File: src/rtl/rr_mux_arbiter.sv
`default_nettype none
// ============================================================================
// Module   : rr_mux_arbiter
// Purpose  : Round-robin arbiter with a hold limit that drives an embedded 4:1 single-bit mux.
// Revision : 1.0
// ============================================================================
module rr_mux_arbiter #(
  parameter int HOLD_MAX = 4
) (
  input  logic       clk,
  input  logic       rst,
  input  logic [3:0] req,
  input  logic [3:0] w_in,
  output logic [3:0] gnt,
  output logic [1:0] sel,
  output logic       busy,
  output logic       y
);

  typedef enum logic [0:0] {
    IDLE  = 1'b0,
    GRANT = 1'b1
  } state_t;

  state_t     state, state_nxt;
  logic [3:0] gnt_nxt;
  logic [1:0] sel_nxt;
  logic       busy_nxt;
  logic [7:0] hold_cnt, hold_nxt;
  logic [1:0] last, last_nxt;

  logic [1:0] base;
  logic [1:0] idx;
  logic [1:0] win;
  logic       win_vld;
  logic       release_ch;

  // Circular priority search: the loop runs downward so the nearest requester after base wins.
  always_comb begin
    base    = (state == GRANT) ? sel + 2'd1 : last + 2'd1;
    win     = base;
    win_vld = 1'b0;
    idx     = base;
    for (int i = 3; i >= 0; i--) begin
      idx = base + 2'(i);
      if (req[idx]) begin
        win     = idx;
        win_vld = 1'b1;
      end
    end
  end

  assign release_ch = !req[sel] || (hold_cnt == 8'(HOLD_MAX));

  always_comb begin
    state_nxt = state;
    gnt_nxt   = gnt;
    sel_nxt   = sel;
    busy_nxt  = busy;
    hold_nxt  = hold_cnt;
    last_nxt  = last;
    case (state)
      IDLE: begin
        if (win_vld) begin
          state_nxt = GRANT;
          gnt_nxt   = 4'b0001 << win;
          sel_nxt   = win;
          busy_nxt  = 1'b1;
          hold_nxt  = 8'd1;
          last_nxt  = win;
        end
      end
      GRANT: begin
        if (!release_ch) begin
          hold_nxt = hold_cnt + 8'd1;
        end else if (win_vld) begin
          // Hand over without a bubble; a sole requester wraps back onto itself.
          gnt_nxt  = 4'b0001 << win;
          sel_nxt  = win;
          hold_nxt = 8'd1;
          last_nxt = win;
        end else begin
          state_nxt = IDLE;
          gnt_nxt   = 4'b0000;
          busy_nxt  = 1'b0;
          hold_nxt  = 8'd0;
        end
      end
      default: begin
        state_nxt = IDLE;
        gnt_nxt   = 4'b0000;
        busy_nxt  = 1'b0;
        hold_nxt  = 8'd0;
      end
    endcase
  end

  always_ff @(posedge clk) begin
    if (rst) begin
      state    <= IDLE;
      gnt      <= 4'b0000;
      sel      <= 2'd0;
      busy     <= 1'b0;
      hold_cnt <= 8'd0;
      last     <= 2'd3;
    end else begin
      state    <= state_nxt;
      gnt      <= gnt_nxt;
      sel      <= sel_nxt;
      busy     <= busy_nxt;
      hold_cnt <= hold_nxt;
      last     <= last_nxt;
    end
  end

  assign y = busy & w_in[sel];

endmodule
`default_nettype wire

File: config.mk
export PLATFORM = sky130hd
export DESIGN_NAME = rr_mux_arbiter
export DESIGN_NICKNAME = d
export VERILOG_FILES = /design/src/rtl/rr_mux_arbiter.sv
export SDC_FILE = /design/constraint.sdc
export NUM_CORES = 1
export LEC_CHECK = 0
export ABC_CLOCK_PERIOD_IN_PS = 4900
export BUFFER_PORTS_ARGS = -buffer_cell sky130_fd_sc_hd__buf_2
export CORE_ASPECT_RATIO = 1.1
export CORE_UTILIZATION = 57
export CTS_BUF_LIST = sky130_fd_sc_hd__clkbuf_8 sky130_fd_sc_hd__clkbuf_16
export CTS_CLUSTER_DIAMETER = 60
export DETAILED_ROUTE_END_ITERATION = 8
export PLACE_DENSITY = 0.82
export SYNTH_ARGS = -nofsm -noshare
export SYNTH_HDL_FRONTEND = slang
export SYNTH_SLANG_ARGS = --single-unit
File: constraint.sdc
create_clock -name clk -period 4.9 [get_ports clk]
set_input_delay 0.49 -clock clk [delete_from_list [all_inputs] [get_ports clk]]
set_output_delay 0.49 -clock clk [all_outputs]
set_load 0.1 [all_outputs]
==> summary.txt <==
Synthesis
  – Synth Instances: roughly 110
  – Mean Syn Cell Area: 9.10 um2
  – Synthesized area: roughly 960 um2
  – Post-synth top area share: a little under two fifths
  – Xor and xnor area share after synthesis: 6.36%
  – Unique cell type count in the Yosys netlist: 33
  – Proportion of synthesized area in mux cells: between 10% and 20%
  – Post-synth net total: roughly 120
  – Compound-cell area share of the yosys netlist: between 15 and 20%
  – Cell accounting for the most synthesized area: dfxtp_1
  – Count leader, synth: dfxtp_1
  – FFs w/ async S/R, synth: 0%
  – #FFs+latches synth: 18
  – Synth warn: 0
  – Largest family of logic cells by synthesized area: simple AND/OR/NAND/NOR gates
  – Largest cells by area after synthesis: dfxtp_1 (37%), nor2_1 (5.8%), xnor2_1 (5.4%)
  – Seq/Total Area, Yosys: 37.4%
  – Adder-cell share of the synthesized area: approximately 4%
  – Post-synth EDFFs: 0
  – Simple-Gate Fraction of Synth Area: a little over a fifth
  – Post-synth top cells: dfxtp_1 (18), nor2_1 (15), a21oi_1 (8), nand2_1 (8)
  – Main flop type after synthesis: dfxtp_1

Clock tree
  – Clock tree from TritonCTS: yes
  – Root buf cell: clkbuf_8
  – CTS Buf Count: 3
  – Post-cts repair resize count: 0
  – Worst skew pair latency: between 200 and 250 ps
  – H-tree level count: 1
  – CTS max path bufs: 2
  – Sink Count: 18
  – Post-CTS Setup Inserts: 0
  – Hold Buf Count CTS: 0
  – Clock Pin Slew Worst Setup and Hold Paths: 60 ps

Floorplan
  – Starting Density: approximately 61%
  – Core ar.: between 1500 and 2000 um2
  – Cell Rows: 15
  – Die W: 41.2 um
  – # IOs: 18
  – Die Footprint: about 1900 um2
  – Die H: 45.1 um

Global route
  – Largest net degree at the start of global routing: 11
  – First-pass GRT wire length: roughly 2800 um
  – Initial antenna violation count: 0
  – Number of global-route vias before repair: about 700
  – Overall routing resource usage: 22.4%
  – Grt total ovfl: 0

Timing
  – Pins Over Slew Limit: 0
  – Period utilization: 49.3%
  – RSZ-0062 raised after global routing: no
  – Final Skew: approximately 1.3 ps
  – Final TNS setup: 0 ps
  – Final setup viols: 0
  – Final Worst Setup Slack: approximately 2500 ps
  – Minimum clock period: between 2000 and 2500 ps
  – Max Fclk: around 0.41 GHz
  – Worst-Margin Slew: between 800 and 900 ps
  – Fin. Hold Viols: 0
  – Max transition margin: around 44%

Setup path
  – Critical path type: in2reg
  – Reg2reg start: sel[0]
  – Maximum net fanout on the critical path: 6
  – Startpoint Class: input port
  – Kind of end point of the critical path: flop
  – RR Endpoint: last[0]
  – Worst Reg-to-Reg Cells: 5
  – Critical Path RT: around 5000 ps
  – Flop2flop setup slack: between 2000 and 3000 ps
  – Arrival time worst endpoint: about 2600 ps

Place
  – Post-DP HPWL: roughly 1500 um
  – IO buf count: 17
  – Pre-CTS setup slack: about 2300 ps
  – Final GP Congestion: approximately 0.76
  – Dpl cells: ~140

Layout
  – ANT cells: 0
  – Area Growth Syn to Fin: 14.8%
  – Total Nets Final: 138
  – Share of cells above drive strength 1: between 20% and 30%
  – Fin cells: about 140
  – Fill cells: 127

Detailed routing
  – Drt drc: 0
  – Wirelength, routed: 1820 um
  – Post-DRT Antenna Nets: 0
  – Overall via count from detail_route: roughly 790
  – WL per Instance: 12.9 um
  – Initial DRC Count: 13
  – Number of detailed-route iterations in the first pass: 4
  – Via density: between 5 and 6

Power
  – Int Pwr: ~0.28 mW
  – Gate power share: between 30 and 40%
  – Net switching power: about 0.19 mW
  – Power share of the clock group: 24.6%
  – Sequential group share of total power: between 30% and 40%
  – Leakage: ~0.45 nW
  – Peak supply drop: between 0.0002 and 0.0003 V
  – PD cells: approximately 430 nW/um2
  – Final Power: ~0.47 mW
  – Net Sw Frac: 39.6%

Worst hold path
  – Depth of the worst hold-timing path: 2
  – Hold_sp: gnt[1]
  – Min-delay worst type: reg2reg
  – WHS Endpoint: gnt[1]

Run status
  – Status: finished clean

Flow run
  – Max-cap violations: 0
[flip-flops by register name, indices dropped and copies added (netlist names)]
register	count
busy	1
gnt	4
hold_cnt	8
last	2
sel	2
state	1
[how the worst max path moves through the flow]
| stage | start | end | slack, ps | cells after the start |
|---|---|---|---|---|
| final | req[0] | hold_cnt[7] | 2480 | 8 |
| after global routing | req[0] | hold_cnt[7] | 2390 | 8 |
| after CTS | req[0] | hold_cnt[7] | 2520 | 8 |
| after detailed placement | req[0] | hold_cnt[7] | 2250 | 8 |
| after global placement | req[0] | hold_cnt[7] | 2330 | 8 |
| after floorplan | sel[0] | y | 2230 | 2 |
[power by group through the flow]
stage | clock (mW) | sequential (mW) | combinational [mW]
2_1_floorplan | 0 | 0.247 | 0.0816
3_3_place_gp | 0 | 0.180 | 0.175
3_5_place_dp | 0 | 0.182 | 0.177
4_1_cts | 0.118 | 0.178 | 0.178
5_1_grt | 0.125 | 0.180 | 0.188
6_report | 0.116 | 0.178 | 0.178
[critical path, stage by stage]
cell,delay [ps]
buf_2,130
nor4_1,730
ha_1,400
and4b_1,240
and3_1,200
and3_1,190
xnor2_1,130
nor2_1,50
[layer usage]
layer | part of all wire, % | wire (um) | track usage (%) | vias to the layer above
li1 | - | - | - | 409
met1 | 43 | 793 | 26.5 | 364
met2 | 54 | 984 | 39.7 | 11
met3 | 1.9 | 35 | 4.43 | 2
met4 | 0.55 | 10 | 5.81 | 0
met5 | 0 | 0 | 0 | -
[final cells by class]
cell class / count / area, um2 / share of cell area, %
Timing Repair Buffer: 17 / 85.1 / 7.68
Multi-Input combinational cell: 79 / 563 / 50.8
Tap cell: 17 / 21.3 / 1.92
Inverter: 6 / 22.5 / 2.03
Clock buffer: 4 / 55.1 / 4.97
Sequential cell: 18 / 360 / 32.5
[cell families (layout without fill, tap and decap cells)]
| kind of cell | count (synthesis) | after routing |
|---|---|---|
| flops | 18 | 18 |
| simple gates | 40 | 40 |
| mux | 5 | 5 |
| buf+inv | 9 | 27 |
| xor+xnor | 7 | 7 |
| compound gates | 24 | 24 |
| fa+ha+maj | 3 | 3 |
[through the flow]
stage	area (um2)	hold slack [ps]	utilization, %
after floorplan	965	484	-
after global placement	1050	450	66.7
after detailed placement	1050	457	66.7
after CTS	1110	466	70.2
after global routing	1110	476	70.2
final	1110	467	70.2
[layout by cell type (no fill, tap or decap), types with 2 or more instances in the layout]
cell type and n:
and3_1 2, o32ai_1 4, o21ai_0 5, dfxtp_1 18, nor2_1 15, mux2i_4 2, nor3b_1 2, a21oi_1 8
inv_1 6, buf_2 17, a211oi_1 2, nor2b_1 2, nand3_1 2, clkbuf_8 4, nand2_1 8, mux4_2 2
ha_1 3, xnor2_1 6, or2_2 2
(Power assumes the default switching activity.)
